`src/rtl/gmii_tx_framer_pkg.sv`:
```
// Shared constants for the GMII transmit framer: state encoding, preamble bytes,
// CRC-32 constants and parameter defaults.
package gmii_tx_framer_pkg;

    localparam logic [5:0] ST_IDLE = 6'b000001;
    localparam logic [5:0] ST_PRE  = 6'b000010;
    localparam logic [5:0] ST_DATA = 6'b000100;
    localparam logic [5:0] ST_PAD  = 6'b001000;
    localparam logic [5:0] ST_FCS  = 6'b010000;
    localparam logic [5:0] ST_IPG  = 6'b100000;

    localparam logic [7:0] PREAMBLE_BYTE = 8'h55;
    localparam logic [7:0] SFD_BYTE      = 8'hD5;

    localparam logic [31:0] CRC_POLY      = 32'h04C11DB7;
    localparam logic [31:0] CRC_POLY_REFL = 32'hEDB88320;
    localparam logic [31:0] CRC_INIT      = 32'hFFFFFFFF;
    localparam logic [31:0] CRC_RESIDUE   = 32'hDEBB20E3;

    localparam int IPG_MIN_DEF = 12;
    localparam int PKT_MIN_DEF = 60;
    localparam int PKT_MAX_DEF = 1514;

endpackage

```
`src/rtl/crc32_d8.sv`:
```
// Combinational reflected CRC-32 next state for one byte (LSB first).
// Zero latency; no flow control.
module crc32_d8
    import gmii_tx_framer_pkg::*;
(
    input  logic [31:0] crc_in,
    input  logic [7:0]  data,
    output logic [31:0] crc_out
);

    logic [31:0] c;

    always_comb begin
        c = crc_in ^ {24'h0, data};
        for (int i = 0; i < 8; i++) begin
            c = c[0] ? ((c >> 1) ^ CRC_POLY_REFL) : (c >> 1);
        end
    end

    assign crc_out = c;

endmodule

```
`src/rtl/gmii_tx_framer.sv`:
```
// Byte stream to GMII framer: preamble/SFD, min-size padding, FCS, inter-packet gap.
// Payload byte appears on GMII one cycle after acceptance; s_ready only in DATA or while dropping.
module gmii_tx_framer
    import gmii_tx_framer_pkg::*;
#(
    parameter int IPG_MIN = IPG_MIN_DEF,
    parameter int PKT_MIN = PKT_MIN_DEF,
    parameter int PKT_MAX = PKT_MAX_DEF
)(
    input  logic        gmii_tx_clk,
    input  logic        rst,
    input  logic [7:0]  s_data,
    input  logic        s_valid,
    input  logic        s_last,
    output logic        s_ready,
    output logic [7:0]  gmii_data_out,
    output logic        gmii_en_out,
    output logic [15:0] tx_len,
    output logic        frame_done,
    output logic        tx_abort
);

    logic [5:0]  state;
    logic [15:0] byte_cnt;
    logic [15:0] aux_cnt;
    logic [31:0] crc;
    logic [31:0] crc_nxt;
    logic [31:0] fcs_word;
    logic [7:0]  crc_din;
    logic        fcs_inv;
    logic        drop_pend;

    assign s_ready  = (state == ST_DATA) || drop_pend;
    assign crc_din  = (state == ST_PAD) ? 8'h00 : s_data;
    // The register holds the un-inverted CRC, so the deliberately bad FCS is the register itself.
    assign fcs_word = fcs_inv ? crc : ~crc;

    crc32_d8 u_crc32_d8 (
        .crc_in  (crc),
        .data    (crc_din),
        .crc_out (crc_nxt)
    );

    always_ff @(posedge gmii_tx_clk or posedge rst) begin
        if (rst) begin
            state         <= ST_IDLE;
            byte_cnt      <= 16'd0;
            aux_cnt       <= 16'd0;
            crc           <= CRC_INIT;
            fcs_inv       <= 1'b0;
            drop_pend     <= 1'b0;
            gmii_data_out <= 8'h00;
            gmii_en_out   <= 1'b0;
            frame_done    <= 1'b0;
            tx_abort      <= 1'b0;
            tx_len        <= 16'd0;
        end else begin
            frame_done    <= 1'b0;
            tx_abort      <= 1'b0;
            gmii_en_out   <= 1'b0;
            gmii_data_out <= 8'h00;
            if (s_valid && s_ready && s_last && (state != ST_DATA))
                drop_pend <= 1'b0;
            case (state)
                ST_IDLE: begin
                    if (s_valid && !drop_pend) begin
                        state    <= ST_PRE;
                        aux_cnt  <= 16'd0;
                        byte_cnt <= 16'd0;
                        crc      <= CRC_INIT;
                        fcs_inv  <= 1'b0;
                    end
                end
                ST_PRE: begin
                    gmii_en_out   <= 1'b1;
                    gmii_data_out <= (aux_cnt == 16'd7) ? SFD_BYTE : PREAMBLE_BYTE;
                    aux_cnt       <= aux_cnt + 16'd1;
                    if (aux_cnt == 16'd7) begin
                        state   <= ST_DATA;
                        aux_cnt <= 16'd0;
                    end
                end
                ST_DATA: begin
                    gmii_en_out <= 1'b1;
                    if (s_valid) begin
                        gmii_data_out <= s_data;
                        crc           <= crc_nxt;
                        byte_cnt      <= byte_cnt + 16'd1;
                        if (s_last) begin
                            state <= (byte_cnt + 16'd1 < 16'(PKT_MIN)) ? ST_PAD : ST_FCS;
                        end else if (byte_cnt + 16'd1 == 16'(PKT_MAX)) begin
                            state     <= ST_FCS;
                            fcs_inv   <= 1'b1;
                            drop_pend <= 1'b1;
                            tx_abort  <= 1'b1;
                        end
                    end else begin
                        // Underrun: emit the first corrupted FCS byte now so TX_EN never gaps.
                        gmii_data_out <= crc[7:0];
                        aux_cnt       <= 16'd1;
                        state         <= ST_FCS;
                        fcs_inv       <= 1'b1;
                        drop_pend     <= 1'b1;
                        tx_abort      <= 1'b1;
                    end
                end
                ST_PAD: begin
                    gmii_en_out <= 1'b1;
                    crc         <= crc_nxt;
                    byte_cnt    <= byte_cnt + 16'd1;
                    if (byte_cnt + 16'd1 >= 16'(PKT_MIN))
                        state <= ST_FCS;
                end
                ST_FCS: begin
                    gmii_en_out   <= 1'b1;
                    gmii_data_out <= fcs_word[{aux_cnt[1:0], 3'b000} +: 8];
                    aux_cnt       <= aux_cnt + 16'd1;
                    if (aux_cnt == 16'd3) begin
                        frame_done <= 1'b1;
                        tx_len     <= byte_cnt + 16'd4;
                        state      <= ST_IPG;
                        aux_cnt    <= 16'd0;
                    end
                end
                ST_IPG: begin
                    // IDLE and the registered output stage supply the remaining low cycles.
                    aux_cnt <= aux_cnt + 16'd1;
                    if (aux_cnt + 16'd2 >= 16'(IPG_MIN)) begin
                        state   <= ST_IDLE;
                        aux_cnt <= 16'd0;
                    end
                end
                default: state <= ST_IDLE;
            endcase
        end
    end

endmodule

```
`config.mk`:
```
export PLATFORM = sky130hd
export DESIGN_NAME = gmii_tx_framer
export DESIGN_NICKNAME = d
export VERILOG_FILES = /design/src/rtl/gmii_tx_framer_pkg.sv /design/src/rtl/crc32_d8.sv /design/src/rtl/gmii_tx_framer.sv
export SDC_FILE = /design/constraint.sdc
export NUM_CORES = 1
export LEC_CHECK = 0
export ABC_CLOCK_PERIOD_IN_PS = 9100
export BUFFER_PORTS_ARGS = -buffer_cell sky130_fd_sc_hd__buf_2
export CELL_PAD_IN_SITES_DETAIL_PLACEMENT = 1
export CELL_PAD_IN_SITES_GLOBAL_PLACEMENT = 2
export CORE_AREA = 2 2 125 127
export DETAILED_ROUTE_END_ITERATION = 16
export DIE_AREA = 0 0 127 129
export PLACE_DENSITY_LB_ADDON = 0.1
export SYNTH_ARGS = -nofsm -noshare
export SYNTH_HDL_FRONTEND = slang
export SYNTH_HIERARCHICAL = 1
export SYNTH_SLANG_ARGS = --single-unit
export TNS_END_PERCENT = 100
```
`constraint.sdc`:
```
create_clock -name gmii_tx_clk -period 9.1 [get_ports gmii_tx_clk]
set_clock_uncertainty 0.15 [all_clocks]
set_input_delay 1.82 -clock gmii_tx_clk [delete_from_list [all_inputs] [get_ports gmii_tx_clk]]
set_output_delay 1.82 -clock gmii_tx_clk [all_outputs]
set_load 0.05 [all_outputs]
```
==> results of run 1 <==
-- cell type report --
type | instances | area [µm²] | share of cell area (%)
antenna | 1 | 2.50 | 0.0361
clock buffer | 9 | 225 | 3.25
clock inverter | 7 | 83.8 | 1.21
inverter | 20 | 77.6 | 1.12
multi-input combinational | 473 | 3560 | 51.4
sequential | 99 | 2520 | 36.4
tap | 188 | 235 | 3.40
timing repair buffer | 43 | 225 | 3.25
-- routing by layer --
layer,global-route usage [%],vias up
met2,36.2,53
met1,29.4,2481
met3,2.74,14
met5,0,-
met4,5.04,0
li1,-,2317
-- worst paths after layout --
check                      slack (ns)                      to                    from
min                              0.36  tx_len[14]$_DFFE_PP0P_  tx_len[14]$_DFFE_PP0P_
max in group asynchronous        6.21  aux_cnt[1]$_DFFE_PP0P_                     rst
min reg2reg                      0.36  tx_len[14]$_DFFE_PP0P_  tx_len[14]$_DFFE_PP0P_
min in group asynchronous        1.24    frame_done$_DFF_PP0_                     rst
max                              4.79                 s_ready    state[5]$_DFFE_PP0P_
max reg2reg                      5.26    state[4]$_DFFE_PP0P_  aux_cnt[1]$_DFFE_PP0P_
-- cells by family after synthesis --
family          after synthesis
compound gates              145
simple gates                193
xor+xnor                    106
buf+inv                      68
flops                        99
fa+ha+maj                     6
mux                          23
-- power by group through the flow --
stage | sequential, W | combinational [W] | clock (W)
6_report | 0.000508 | 0.000409 | 0.000406
5_1_grt | 0.000513 | 0.000451 | 0.000435
4_1_cts | 0.000508 | 0.000414 | 0.000423
3_5_place_dp | 0.000516 | 0.000413 | 0
3_3_place_gp | 0.000514 | 0.000405 | 0
2_1_floorplan | 0.000531 | 0.000296 | 0
-- through the flow --
step	std cells	util (%)	total power (W)	hold slack, ns	worst slack, ns
4_1_cts	839	46.2	0.00135	0.369	4.76
3_3_place_gp	823	44.2	0.000919	0.338	5.11
2_1_floorplan	640	-	0.000827	0.356	4.59
6_report	840	46.2	0.00132	0.357	4.79
5_1_grt	839	46.2	0.00140	0.382	4.58
3_5_place_dp	823	44.2	0.000929	0.350	5.03
-- worst max-delay path, cell delays in order (launching register included) --
cell	delay [ns]
dfrtp_1	0.44
nor2_1	0.30
nand4b_1	0.59
nand2_1	0.35
buf_2	0.31
-- cells in the final DEF (no fill, tap or decap), types with 3 or more instances in the layout --
| master | netlist | final |
|---|---|---|
| xnor2_2 | 3 | 3 |
| nor3_1 | 14 | 13 |
| dfrtp_1 | 66 | 66 |
| a21oi_1 | 35 | 35 |
| nor4_1 | 7 | 7 |
| xor2_1 | 34 | 34 |
| and3_1 | 6 | 6 |
| dfstp_2 | 33 | 33 |
| nor4b_1 | 3 | 3 |
| mux2i_1 | 11 | 11 |
| o22a_1 | 32 | 32 |
| o221ai_1 | 5 | 5 |
| xor3_1 | 3 | 3 |
| nand3b_1 | 4 | 4 |
| nand2_1 | 46 | 46 |
| xor2_2 | 4 | 4 |
| nor2_1 | 38 | 37 |
| mux4_2 | 8 | 8 |
| clkbuf_16 | 0 | 9 |
| a31oi_1 | 6 | 6 |
| o22ai_1 | 6 | 6 |
| o21ai_0 | 38 | 37 |
| and4_1 | 5 | 5 |
| or3_1 | 4 | 4 |
| buf_2 | 10 | 39 |
| xnor2_1 | 56 | 56 |
| or4_1 | 3 | 3 |
| xnor2_4 | 6 | 6 |
| o21a_1 | 3 | 3 |
| nand4_1 | 16 | 16 |
| inv_1 | 20 | 19 |
| and2_1 | 9 | 9 |
| mux2_2 | 4 | 4 |
| ha_1 | 6 | 6 |
| nand3_1 | 23 | 23 |
| buf_4 | 1 | 4 |
-- sequential cells by signal (all words and copies together), names as in the netlist --
signal	cells
frame_done	1
tx_len	16
gmii_data_out	8
gmii_en_out	1
drop_pend	1
aux_cnt	16
byte_cnt	16
tx_abort	1
state	6
crc	32
fcs_inv	1
==> results.yml, run 1 <==
worst_hold_path:
  hp-class: "flip-flop to flip-flop"
  hold_depth: 1
setup_path:
  setup.worst_path.end_class: "output pin"
  crit_fanout: 13
  crit_required_ns: 7.13
  startpoint_type: "flip-flop"
  criticalPathCategory: "flip-flop to output pin"
  arrival_ns: 2.34
  reg2regPathDepth: 8
pwr:
  power_frac_seq_pct: 38.4
  p_sw_w: 0.000485
  comb_power_share_pct: 30.9
  ir_worst_vdd_uv: 104
  p_leak_nw: 2.80
  clkPwrFrac_pct: 30.7
  intPower_w: 0.000838
  swShare_pct: 36.6
  powerDensity_nw_per_um2: 191
floorplan:
  start_util_pct: 42.3
  die-area_um2: 16400
  rows: 45
  die_w_um: 127
  coreArea_um2: 15000
  ios: 40
  die_h_um: 129
cts:
  clock-root-buffer: "clkbuf_16"
  clkTransAtPathRegs_ns: 0.07
  cts_buffers: 9
  hold_buffers: 0
  clock_latency_ns: 0.36
  cts_tree: "yes"
  post-cts-setup-buffer-count: 0
  htree_levels: 3
  clockBufferDepth: 2
  cts_resized: 0
  cts_sinks: 99
sta:
  report.final.hold_viol_count: 0
  tightest_slew_ns: 1.19
  slew_violations: 0
  finalSetupViolCount: 0
  max-slew-margin-rel_pct: 20.4
  fin_crit_ns: 4.31
  clock.fmax_mhz: 232
  rsz0062_at_grt: "no"
  tns_ns: 0
  layout_worst_path_cycle_share_pct: 47.4
synthesis:
  yosys.area_share.simple_pct: 16.3
  synthTopCellsByCount: "dfrtp_1, xnor2_1, nand2_1"
  ys_async_sr_fraction_pct: 100
  synth_area_um2: 6330
  synth_top_family_by_area: "XOR/XNOR gates"
  syn_inst: 640
  yosysMostFrequentCell: "dfrtp_1"
  ys.flop_type: "dfrtp_1"
  synth_nets: 658
  synth_edf_count: 0
  ys_ff_latch: 99
  synth_compound_area_share_pct: 15.2
  synth_cell_types: 63
  synth_fa_ha_area_share_pct: 1.19
  muxShareOfSynthArea_pct: 5.30
  syn_area_per_cell_um2: 9.89
  ys_seq_area_share_pct: 39.8
  netlist.area_leader.share_pct: 26.1
  yosys_warnings: 6
  synthTopCellsByArea: "dfrtp_1, dfstp_2, xnor2_1"
  synth.largest_area_cell: "dfrtp_1"
  synthXorXnorAreaFrac_pct: 18.0
status:
  status: "complete, no violations"
grt:
  grt_max_degree: 84
  first_global_vias: 5024
  antenna_found_initial: 0
  grt_pass1_wl_um: 27700
  grt.overflow.total: 0
  grt_use_total_pct: 21.4
routing:
  routed-via-count: 4865
  dr.pass1.iters: 4
  routedWlPerCell_um: 19.5
  met1_length_um: 7850
  drtAntennaViolNets: 0
  wl_met3_um: 361
  wl_um: 16400
  highest_layer: "met4"
  drt-vias-per-instance: 5.79
  first_iter_violations: 207
  wl_met2_um: 8010
  drc: 0
finish:
  drive_above_1_share_pct: 20.3
  synthToLayoutAreaGrowth_pct: 9.39
  fillCellCount: 1670
  fin_area_um2: 6920
  layout.nets: 664
placed_design:
  place_congestion: 0.821
  hpwl_um: 11400
  port_buffers: 39
  placed_area_um2: 6610
job:
  cap_viol_max_count: 0
No activity file was read; power rests on OpenSTA's default activity.
==> inputs of run 2 (changes only) <==
ABC_AREA = 1   (was not set)
ABC_CLOCK_PERIOD_IN_PS = 4100   (was 9100)
CORE_AREA = 2 2 140 142   (was 2 2 125 127)
DIE_AREA = 0 0 142 144   (was 0 0 127 129)
clock period = 4.1 ns   (was 9.1 ns; I/O delays follow)
==> run 2 against run 1 <==
Compared with the run above:
- routed wire length rose by 29%
- hold slack got worse by 0.028 ns
- flip-flop and latch count did not move
- clock-buffer cell count did not move
- combinational power rose by 130%
- cell count rose by 43%
- core utilization fell by 7.1 points
- largest cell class unchanged
==> results.yml, run 2 <==
status:
  status: "complete, no violations"
synthesis:
  ys_seq_area_share_pct: 37.6
  synth_cell_types: 40
  ys_ff_latch: 99
  ys.flop_type: "dfrtp_1"
  synth.largest_area_cell: "dfrtp_1"
  netlist.area_leader.share_pct: 24.6
  syn_area_per_cell_um2: 7.27
  synth_edf_count: 0
  yosys_warnings: 6
  yosysMostFrequentCell: "nand2_1"
  ys_async_sr_fraction_pct: 100
  syn_inst: 922
  synth_area_um2: 6700
  synthTopCellsByArea: "dfrtp_1, nand2_1, dfstp_2"
  synth_nets: 940
  synthTopCellsByCount: "nand2_1, inv_1, nor2_1"
cts:
  clockBufferDepth: 2
  cts_sinks: 99
  post-cts-setup-buffer-count: 0
  clkTransAtPathRegs_ns: 0.08
  hold_buffers: 0
  cts_tree: "yes"
  cts_buffers: 9
  clock-root-buffer: "clkbuf_16"
  htree_levels: 3
  cts_resized: 0
  clock_latency_ns: 0.36
finish:
  final_util_pct: 39.2
  antenna_cells: 0
  regMostFlops: "crc"
  drive_above_1_share_pct: 15.4
  largest_reg_flops: 32
  final_cell_mix: "nand2_1, inv_1, nor2_1"
  synthToLayoutAreaGrowth_pct: 11.4
  layout.nets: 974
  final_common_cell: "nand2_1"
floorplan:
  coreArea_um2: 19100
  die_w_um: 142
  die-area_um2: 20400
  ios: 40
  die_h_um: 144
  start_util_pct: 35.1
  rows: 51
setup_path:
  path_delay_family: "simple AND/OR/NAND/NOR gates"
  startpoint_type: "flip-flop"
  cpMostUsedCell: "nand2_1"
  cp_slowest_cell: "dfrtp_1"
  criticalPathCategory: "flip-flop to flip-flop"
  crit_required_ns: 4.24
  critPathMaxStageDelay_ns: 0.42
  path_cells: "nor2_2, inv_1, nor4_1, inv_2, nand2_1, inv_1, xnor2_1, nand2_1, nand2_2, nand2_1, nand2_2, inv_1, nand2_1, nand2_1, inv_1, nor2_1, a21oi_1"
  setup.worst_path.end_class: "flip-flop"
  critPathBufInv: 5
  arrival_ns: 3.14
  crit_fanout: 12
grt:
  grt.overflow.total: 0
  grt_max_degree: 53
  first_global_vias: 6302
  grt_pass1_wl_um: 34400
  met3_usage_pct: 1.85
  grt_use_total_pct: 21.7
  top_usage_layer: "met2"
  gr-usage-met1_pct: 29.2
  grtUsageMet2_pct: 37.6
  antenna_found_initial: 0
placed_design:
  pre_cts_ws_ns: 1.13
  port_buffers: 39
  hpwl_um: 16000
  place_congestion: 0.841
sta:
  fin_crit_ns: 3.00
  slew_violations: 0
  clock.fmax_mhz: 334
  holdWs_ns: 0.329
  max-slew-margin-rel_pct: 32.4
  finalSetupViolCount: 0
  setup_slack_ns: 1.10
  layout_worst_path_cycle_share_pct: 73.1
  tns_ns: 0
  tightest_slew_ns: 1.01
  report.final.hold_viol_count: 0
  rsz0062_at_grt: "no"
routing:
  dr.pass1.iters: 5
  drtAntennaViolNets: 0
  drc: 0
  wl_um: 21200
  routedWlPerCell_um: 17.7
  routed-via-count: 6131
  first_iter_violations: 254
  drt-vias-per-instance: 5.11
pwr:
  p_leak_nw: 3.75
  ir_worst_vdd_uv: 201
  powerDensity_nw_per_um2: 401
worst_hold_path:
  hp-class: "flip-flop to flip-flop"
job:
  cap_viol_max_count: 0
## run 2: changes by cell type in the layout (fill, tap and decap cells not counted), sizes merged, moves of 16 or more
cell / before / now
inv: 23 / 132
nand2: 46 / 273
nand3: 24 / 59
nor2: 38 / 87
o22a: 32 / 16
xnor2: 65 / 17
xor2: 38 / 60
## run 2: path summary, 6_finish.rpt
check	slack (ns)	cells after the start	startpoint	endpoint
max	1.10	17	state[5]$_DFFE_PP0P_	crc[23]$_DFFE_PP1P_
min reg2reg	0.33	2	tx_len[10]$_DFFE_PP0P_	tx_len[10]$_DFFE_PP0P_
max reg2reg	1.10	17	state[5]$_DFFE_PP0P_	crc[23]$_DFFE_PP1P_
max in group asynchronous	2.60	3	rst	crc[13]$_DFFE_PP1P_
min	0.33	2	tx_len[10]$_DFFE_PP0P_	tx_len[10]$_DFFE_PP0P_
min in group asynchronous	0.40	2	rst	tx_abort$_DFF_PP0_
## run 2: per-layer routing
metal  vias to the layer above  share of wire [%]
li1                       3025                  -
met1                      3043                 49
met2                        52                 49
met3                        11                1.2
met4                         0               0.99
met5                         -                  0
## run 2: worst min-delay path: cells and delay by family, from the launching register on
kind	cells	cell delay, ns
flops	1	0.34
compound gates	1	0.05
simple gates	1	0.05
## run 2: logic make-up after synthesis
group	synth area share, %
adder cells (fa/ha/maj)	1.12
AND/OR/NAND/NOR	29.2
AO/OA/AOI/OAI	12.6
buffers and inverters	8.98
flip-flops	37.6
XOR/XNOR	10.5
## run 2: area by class of cell
class	instances	area, µm²
fillers	2440	11600
multi-input cells	670	3580
flip-flops and latches	99	2520
inverters	132	500
well taps	238	298
repair buffers	44	245
clock buffers	9	225
clock inverters	7	100
## run 2: report_power, final
group          internal [W]  switching [W]  leakage, nW
sequential          0.00104      0.0000507         1.26
combinational      0.000247       0.000695         2.33
clock              0.000542       0.000426        0.160
## run 2: per-stage QoR
stage	cell area (µm²)	power, W	cells
after CTS	7470	0.00303	1199
after floorplan	6700	0.00177	922
after global placement	7150	0.00204	1183
final	7470	0.00300	1199
after detailed placement	7150	0.00205	1183
after global routing	7470	0.00317	1199
